### config.mk
export PLATFORM = sky130hd
export DESIGN_NAME = wb_commit
export DESIGN_NICKNAME = d
export VERILOG_FILES = /design/src/rtl/wb_commit_pkg.sv /design/src/rtl/wb_commit_llbit_reg.sv /design/src/rtl/wb_commit.sv
export SDC_FILE = /design/constraint.sdc
export NUM_CORES = 1
export LEC_CHECK = 0
export BUFFER_PORTS_ARGS = -buffer_cell sky130_fd_sc_hd__buf_2
export CORE_AREA = 2 2 304 306
export DETAILED_ROUTE_END_ITERATION = 12
export DIE_AREA = 0 0 306 308
export PLACE_DENSITY = 0.72
export SYNTH_ARGS = -nofsm -noshare
export SYNTH_HDL_FRONTEND = slang
export SYNTH_SLANG_ARGS = --single-unit
### constraint.sdc
create_clock -name clk -period 3.5 [get_ports clk]
set_input_delay 0.525 -clock clk [delete_from_list [all_inputs] [get_ports clk]]
set_output_delay 0.525 -clock clk [all_outputs]
set_load 0.1 [all_outputs]
### src/rtl/wb_commit_pkg.sv
// wb_commit_pkg: shared widths and constants for the writeback commit block.
// Mirrors the OpenMIPS define.v values so the commit logic reads in the
// same terms as the rest of the pipeline. Also holds the GPR read-port
// priority function shared by both read ports.
package wb_commit_pkg;

    localparam int unsigned REG_BUS      = 32;
    localparam int unsigned REG_ADDR_BUS = 5;
    localparam int unsigned REG_NUM      = 32;
    localparam int unsigned REG_NUM_LOG2 = 5;

    localparam logic [REG_BUS-1:0]      ZERO_WORD    = 32'h0000_0000;
    localparam logic                    RST_ENABLE   = 1'b1;
    localparam logic                    WRITE_ENABLE = 1'b1;
    localparam logic                    READ_ENABLE  = 1'b1;
    localparam logic [REG_ADDR_BUS-1:0] NOP_REG_ADDR = 5'b00000;

    // One GPR read port: reset, register 0, write-through bypass, array, idle.
    function automatic logic [REG_BUS-1:0] gpr_read(
        input logic                    rst_v,
        input logic                    re_v,
        input logic [REG_ADDR_BUS-1:0] raddr_v,
        input logic                    wreg_v,
        input logic [REG_ADDR_BUS-1:0] wd_v,
        input logic [REG_BUS-1:0]      wdata_v,
        input logic [REG_BUS-1:0]      array_v
    );
        logic [REG_BUS-1:0] result_v;
        if (rst_v == RST_ENABLE) begin
            result_v = ZERO_WORD;
        end else if (raddr_v == NOP_REG_ADDR) begin
            result_v = ZERO_WORD;
        end else if ((re_v == READ_ENABLE) && (wreg_v == WRITE_ENABLE) && (raddr_v == wd_v)) begin
            result_v = wdata_v;
        end else if (re_v == READ_ENABLE) begin
            result_v = array_v;
        end else begin
            result_v = ZERO_WORD;
        end
        return result_v;
    endfunction

endpackage

### src/rtl/wb_commit_llbit_reg.sv
// llbit_reg: the load-linked bit with its flush/write priority.
// Ports:
//   clk, rst        clock and synchronous active-high reset
//   flush           exception flush, clears the bit and masks a pending write
//   we, value       pending LLbit write from writeback
//   llbit_o         combinational view: pending write wins over stored bit
module llbit_reg
    import wb_commit_pkg::*;
(
    input  logic clk,
    input  logic rst,
    input  logic flush,
    input  logic we,
    input  logic value,
    output logic llbit_o
);

    logic llbit_r;
    logic llbit_s;

    // Stored bit: reset, then flush, then write.
    always_ff @(posedge clk) begin
        if (rst == RST_ENABLE) begin
            llbit_r <= 1'b0;
        end else if (flush == 1'b1) begin
            llbit_r <= 1'b0;
        end else if (we == WRITE_ENABLE) begin
            llbit_r <= value;
        end
    end

    // Zero-latency view so an SC in MEM sees an LL that is committing now.
    always_comb begin
        llbit_s = 1'b0;
        if ((rst == RST_ENABLE) || (flush == 1'b1)) begin
            llbit_s = 1'b0;
        end else if (we == WRITE_ENABLE) begin
            llbit_s = value;
        end else begin
            llbit_s = llbit_r;
        end
    end

    assign llbit_o = llbit_s;

endmodule

### src/rtl/wb_commit.sv
// wb_commit: writeback-end state for OpenMIPS (GPR file, HI/LO, LLbit).
// Ports:
//   clk, rst                      clock, synchronous active-high reset
//   flush                         exception flush (affects LLbit only)
//   wb_wd/wb_wreg/wb_wdata        GPR write from MEM/WB
//   wb_hi/wb_lo/wb_whilo          HI/LO paired write
//   wb_LLbit_we/wb_LLbit_value    LLbit write
//   re1/raddr1/rdata1, re2/...    ID-stage read ports with write-through bypass
//   hi_o/lo_o                     registered HI/LO (no bypass, EX forwards itself)
//   LLbit_o                       LLbit with same-cycle bypass
module wb_commit
    import wb_commit_pkg::*;
(
    input  logic                    clk,
    input  logic                    rst,
    input  logic                    flush,
    input  logic [REG_ADDR_BUS-1:0] wb_wd,
    input  logic                    wb_wreg,
    input  logic [REG_BUS-1:0]      wb_wdata,
    input  logic [REG_BUS-1:0]      wb_hi,
    input  logic [REG_BUS-1:0]      wb_lo,
    input  logic                    wb_whilo,
    input  logic                    wb_LLbit_we,
    input  logic                    wb_LLbit_value,
    input  logic                    re1,
    input  logic [REG_ADDR_BUS-1:0] raddr1,
    output logic [REG_BUS-1:0]      rdata1,
    input  logic                    re2,
    input  logic [REG_ADDR_BUS-1:0] raddr2,
    output logic [REG_BUS-1:0]      rdata2,
    output logic [REG_BUS-1:0]      hi_o,
    output logic [REG_BUS-1:0]      lo_o,
    output logic                    LLbit_o
);

    // Entry 0 exists only to keep indexing simple; it is never written and
    // never selected because address 0 is intercepted by gpr_read.
    logic [REG_BUS-1:0] regs_r [0:REG_NUM-1];
    logic [REG_BUS-1:0] hi_r;
    logic [REG_BUS-1:0] lo_r;
    logic [REG_BUS-1:0] rdata1_s;
    logic [REG_BUS-1:0] rdata2_s;

    // GPR array write; contents intentionally not reset.
    always_ff @(posedge clk) begin
        if (rst == RST_ENABLE) begin
            // writes dropped while in reset
        end else if ((wb_wreg == WRITE_ENABLE) && (wb_wd != NOP_REG_ADDR)) begin
            regs_r[wb_wd] <= wb_wdata;
        end
    end

    // HI/LO are always written as a pair.
    always_ff @(posedge clk) begin
        if (rst == RST_ENABLE) begin
            hi_r <= ZERO_WORD;
            lo_r <= ZERO_WORD;
        end else if (wb_whilo == WRITE_ENABLE) begin
            hi_r <= wb_hi;
            lo_r <= wb_lo;
        end
    end

    // Read ports with write-through bypass of the committing GPR write.
    always_comb begin
        rdata1_s = ZERO_WORD;
        rdata2_s = ZERO_WORD;
        rdata1_s = gpr_read(rst, re1, raddr1, wb_wreg, wb_wd, wb_wdata, regs_r[raddr1]);
        rdata2_s = gpr_read(rst, re2, raddr2, wb_wreg, wb_wd, wb_wdata, regs_r[raddr2]);
    end

    assign rdata1 = rdata1_s;
    assign rdata2 = rdata2_s;
    assign hi_o   = hi_r;
    assign lo_o   = lo_r;

    llbit_reg u_llbit_reg (
        .clk     (clk),
        .rst     (rst),
        .flush   (flush),
        .we      (wb_LLbit_we),
        .value   (wb_LLbit_value),
        .llbit_o (LLbit_o)
    );

endmodule

==> metrics.log <==
[metrics] Avg Inst Size Synth: 19.22 sq um
[metrics] Die Span X: 306 um
[metrics] clock latency of the later-clocked register in the worst-skew pair: 0.67 ns
[metrics] core box area: 90970 sq um
[metrics] buffer type at the clock tree root: sky130_fd_sc_hd__clkbuf_16
[metrics] clock net sink count: 1089
[metrics] maximum number of pins on one net before global-route repair: 67
[metrics] clock-pin slew of the registers on the worst-case setup and hold paths: 0.06 ns
[metrics] WP data required: 2.97 ns
[metrics] Worst Clk Skew: 0 ns
[metrics] number of antenna violations at the first check in global routing: 5
[metrics] maximum capacitance violations: 0
[metrics] H-tree levels: 3
[metrics] total number of nets in the final design: 3039
[metrics] status: finished clean
[metrics] arrival time at the worst endpoint: 2.97 ns
[metrics] number of slew-limit violations in the final report: 0
[metrics] shortest period the worst path allows: 3.500 ns
[metrics] slew margin rel.: 0.2894
[metrics] final core utilization: 0.6407
[metrics] biggest area contributors in the synthesized netlist: sky130_fd_sc_hd__edfxtp_1, sky130_fd_sc_hd__mux4_2, sky130_fd_sc_hd__mux2i_1
[metrics] number of synthesis warnings: 0
[metrics] number of instances in the synthesized netlist: 2581
[metrics] mean routed wirelength per cell: 37.26 um
[metrics] final routed DRC violation total: 0
[metrics] first-pass detailed-route iteration total: 6
[metrics] HPWL reported at the end of detailed placement: 91.00 mm
[metrics] total power density per cell area: 502.4 nW/um^2
[metrics] summed instance area of the synthesized netlist: 49610 sq um
[metrics] via density per instance: 7.431
[metrics] type of the most critical hold path: primary input to register
[metrics] global placement routability congestion: 0.8816
[metrics] area overhead of the layout relative to synthesis: 17.50%
[metrics] # port buffers: 248
[metrics] most common cell after layout, fill and taps aside: sky130_fd_sc_hd__edfxtp_1
[metrics] number of filler cells placed in the layout: 5970
[metrics] clock buffer count from CTS: 107
[metrics] fraction of layout cells with a size suffix above 1: 0.3676
[metrics] count of final setup violators: 0
[metrics] maximum buffer depth of the clock tree: 3
[metrics] fin crit share: 1.000
[metrics] total routing resource utilization after global routing: 0.3308
[metrics] wire length of the first global-routing pass: 220.5 mm
[metrics] kind of start point of the critical path: primary input
[metrics] number of global-route vias before repair: 31000
[metrics] die area: 94250 sq um
[metrics] type of the setup path with the least slack: primary input to primary output
[metrics] total length of routed wires: 156.4 mm
[metrics] Netlist cell types: 42
[metrics] number of top-level pins: 249
[metrics] actual transition at the worst max-transition pin: 1.066 ns
[metrics] largest area contributor in the netlist: sky130_fd_sc_hd__edfxtp_1
[metrics] total grt overflow: 0
[metrics] post-layout instance area: 58290 sq um
[metrics] number of placement rows: 111
[metrics] Initial DRC Count: 4946
[metrics] reported leakage power: 19.54 nW
[metrics] Final Hold Slack: 0.09074 ns
[metrics] setup repair after global routing missed its margin: false
[metrics] highest attainable clock frequency: 285.7 MHz
[metrics] Pwr Total: 0.02929 W
[metrics] synthesis-stage register bit count: 1089
[metrics] initial cell density of the core: 0.5453
[metrics] CP Capture Type: primary output
[metrics] clock tree from TritonCTS: yes
[metrics] die height: 308 um
[metrics] final number of hold-violating endpoints: 0
[metrics] critical path fanouts, max: 12
[metrics] post-route ant nets: 0
[metrics] Placement Cell Area: 54780 sq um
[metrics] part of the Yosys area used for sequential elements: 0.6461
[metrics] largest voltage drop on the vdd net: 0.4168 mV
[metrics] count of vias placed by the detailed router: 31190
[metrics] commonest cells after routing, fill and taps aside: sky130_fd_sc_hd__edfxtp_1, sky130_fd_sc_hd__mux4_2, sky130_fd_sc_hd__buf_2
[metrics] share of the synthesized area in the top cell type: 0.6199
==> power breakdown <==
group	internal (W)	switching [W]
Combinational	0.00123	0.00211
Clock	0.00654	0.00493
Sequential	0.0144	0.0000800
Total	0.0222	0.00712
==> layout make-up <==
class                   instances  area, sq um  area share
diodes                          2        5.005  0.00008586
clock buffers                 127         2773     0.04757
repair buffers                413         4238     0.07271
inverters                       6        22.52   0.0003864
clock inverters                72        703.2     0.01206
flip-flops and latches       1089        32050      0.5499
well taps                    1186         1484     0.02546
multi-input cells            1302        17010      0.2919
==> layer usage <==
metal	wire length, um	track usage	part of all wire	up-vias
met3	22860	0.09386	0.15	532
met4	7777	0.1485	0.050	12
met2	71180	0.4976	0.46	2745
met5	159	0.002584	0.0010	-
li1	-	-	-	11840
met1	54400	0.4551	0.35	16060
==> cell families (layout without fill, tap and decap cells) <==
family / after synthesis / after routing / synth area share
flip-flops: 1089 / 1089 / 0.6461
multiplexers: 671 / 671 / 0.2575
AO/OA/AOI/OAI: 354 / 354 / 0.05176
AND/OR/NAND/NOR: 235 / 235 / 0.02230
buffers and inverters: 221 / 618 / 0.02051
XOR/XNOR: 10 / 10 / 0.001766
other: 1 / 34 / 0.00007560
==> cells in the mapped netlist <==
cell,n
sky130_fd_sc_hd__edfxtp_1,1024
sky130_fd_sc_hd__xnor2_1,9
sky130_fd_sc_hd__a211o_1,43
sky130_fd_sc_hd__buf_6,14
sky130_fd_sc_hd__nand2b_1,2
sky130_fd_sc_hd__o21ai_1,1
sky130_fd_sc_hd__conb_1,1
sky130_fd_sc_hd__a21oi_1,65
sky130_fd_sc_hd__o2111ai_1,1
sky130_fd_sc_hd__mux4_2,484
sky130_fd_sc_hd__nor2_1,121
sky130_fd_sc_hd__nand3b_1,4
sky130_fd_sc_hd__or3_1,4
sky130_fd_sc_hd__a221o_1,21
sky130_fd_sc_hd__nand3_1,9
sky130_fd_sc_hd__xor2_1,1
sky130_fd_sc_hd__mux2i_1,187
sky130_fd_sc_hd__buf_4,4
sky130_fd_sc_hd__a31oi_1,2
sky130_fd_sc_hd__inv_1,5
sky130_fd_sc_hd__o311a_1,1
sky130_fd_sc_hd__nor2b_1,36
sky130_fd_sc_hd__nand4_1,3
sky130_fd_sc_hd__nor3b_1,1
sky130_fd_sc_hd__a2111oi_1,1
sky130_fd_sc_hd__buf_2,54
sky130_fd_sc_hd__dfxtp_1,65
sky130_fd_sc_hd__nor3_1,33
sky130_fd_sc_hd__clkbuf_1,125
sky130_fd_sc_hd__or2_2,1
sky130_fd_sc_hd__nor4_1,11
sky130_fd_sc_hd__or2_1,1
sky130_fd_sc_hd__nand2_1,7
sky130_fd_sc_hd__o311ai_1,2
sky130_fd_sc_hd__a22oi_1,65
sky130_fd_sc_hd__o221ai_1,60
sky130_fd_sc_hd__o22ai_1,90
sky130_fd_sc_hd__clkinv_1,1
sky130_fd_sc_hd__nor4b_1,1
sky130_fd_sc_hd__buf_1,18
sky130_fd_sc_hd__and2_1,1
sky130_fd_sc_hd__a211oi_1,2
==> flip-flops by register name, indices dropped and copies added, names as in the netlist <==
register	cells
u_llbit_reg.llbit_r	1
lo_o	32
regs_r	1024
hi_o	32
==> path summary, 6_finish.rpt <==
| check | start | end | slack [ns] | cells after the start |
|---|---|---|---|---|
| setup / recovery | wb_wd[2] | rdata1[25] | 0.00006 | 9 |
| setup reg to reg | lo_o[17] | lo_o[17] | 2.80 | 2 |
| hold reg to reg | hi_o[1] | hi_o[1] | 0.49 | 2 |
| hold / removal | wb_hi[1] | hi_o[1] | 0.09 | 3 |
==> critical path: stages <==
cell and delay, ns:
sky130_fd_sc_hd__buf_2 0.19, sky130_fd_sc_hd__xnor2_1 0.44, sky130_fd_sc_hd__nand4_1 0.26, sky130_fd_sc_hd__o21ai_1 0.31
sky130_fd_sc_hd__buf_12 0.25, sky130_fd_sc_hd__nor2_4 0.06, sky130_fd_sc_hd__buf_4 0.24, sky130_fd_sc_hd__a221o_1 0.47
sky130_fd_sc_hd__buf_12 0.21
==> metrics by stage <==
stage | TNS (ns) | setup WS [ns] | std cells
floorplan | 0 | 0.03647 | 2612
global placement | -0.06309 | -0.06309 | 3995
detailed placement | -0.04133 | -0.04133 | 3995
CTS | 0 | 0.06155 | 4195
global route | 0 | 0.001312 | 4196
finish | 0 | 0.00005862 | 4197
==> repair_timing <==
action                                 4_1_cts  5_1_grt
setup endpoints to repair                    2        2
hold buffers                                 1        0
endpoints found under the hold margin        1        0
gates resized for setup                      2        2
setup buffers                                0        0
Power figures use the tool's default switching activity.
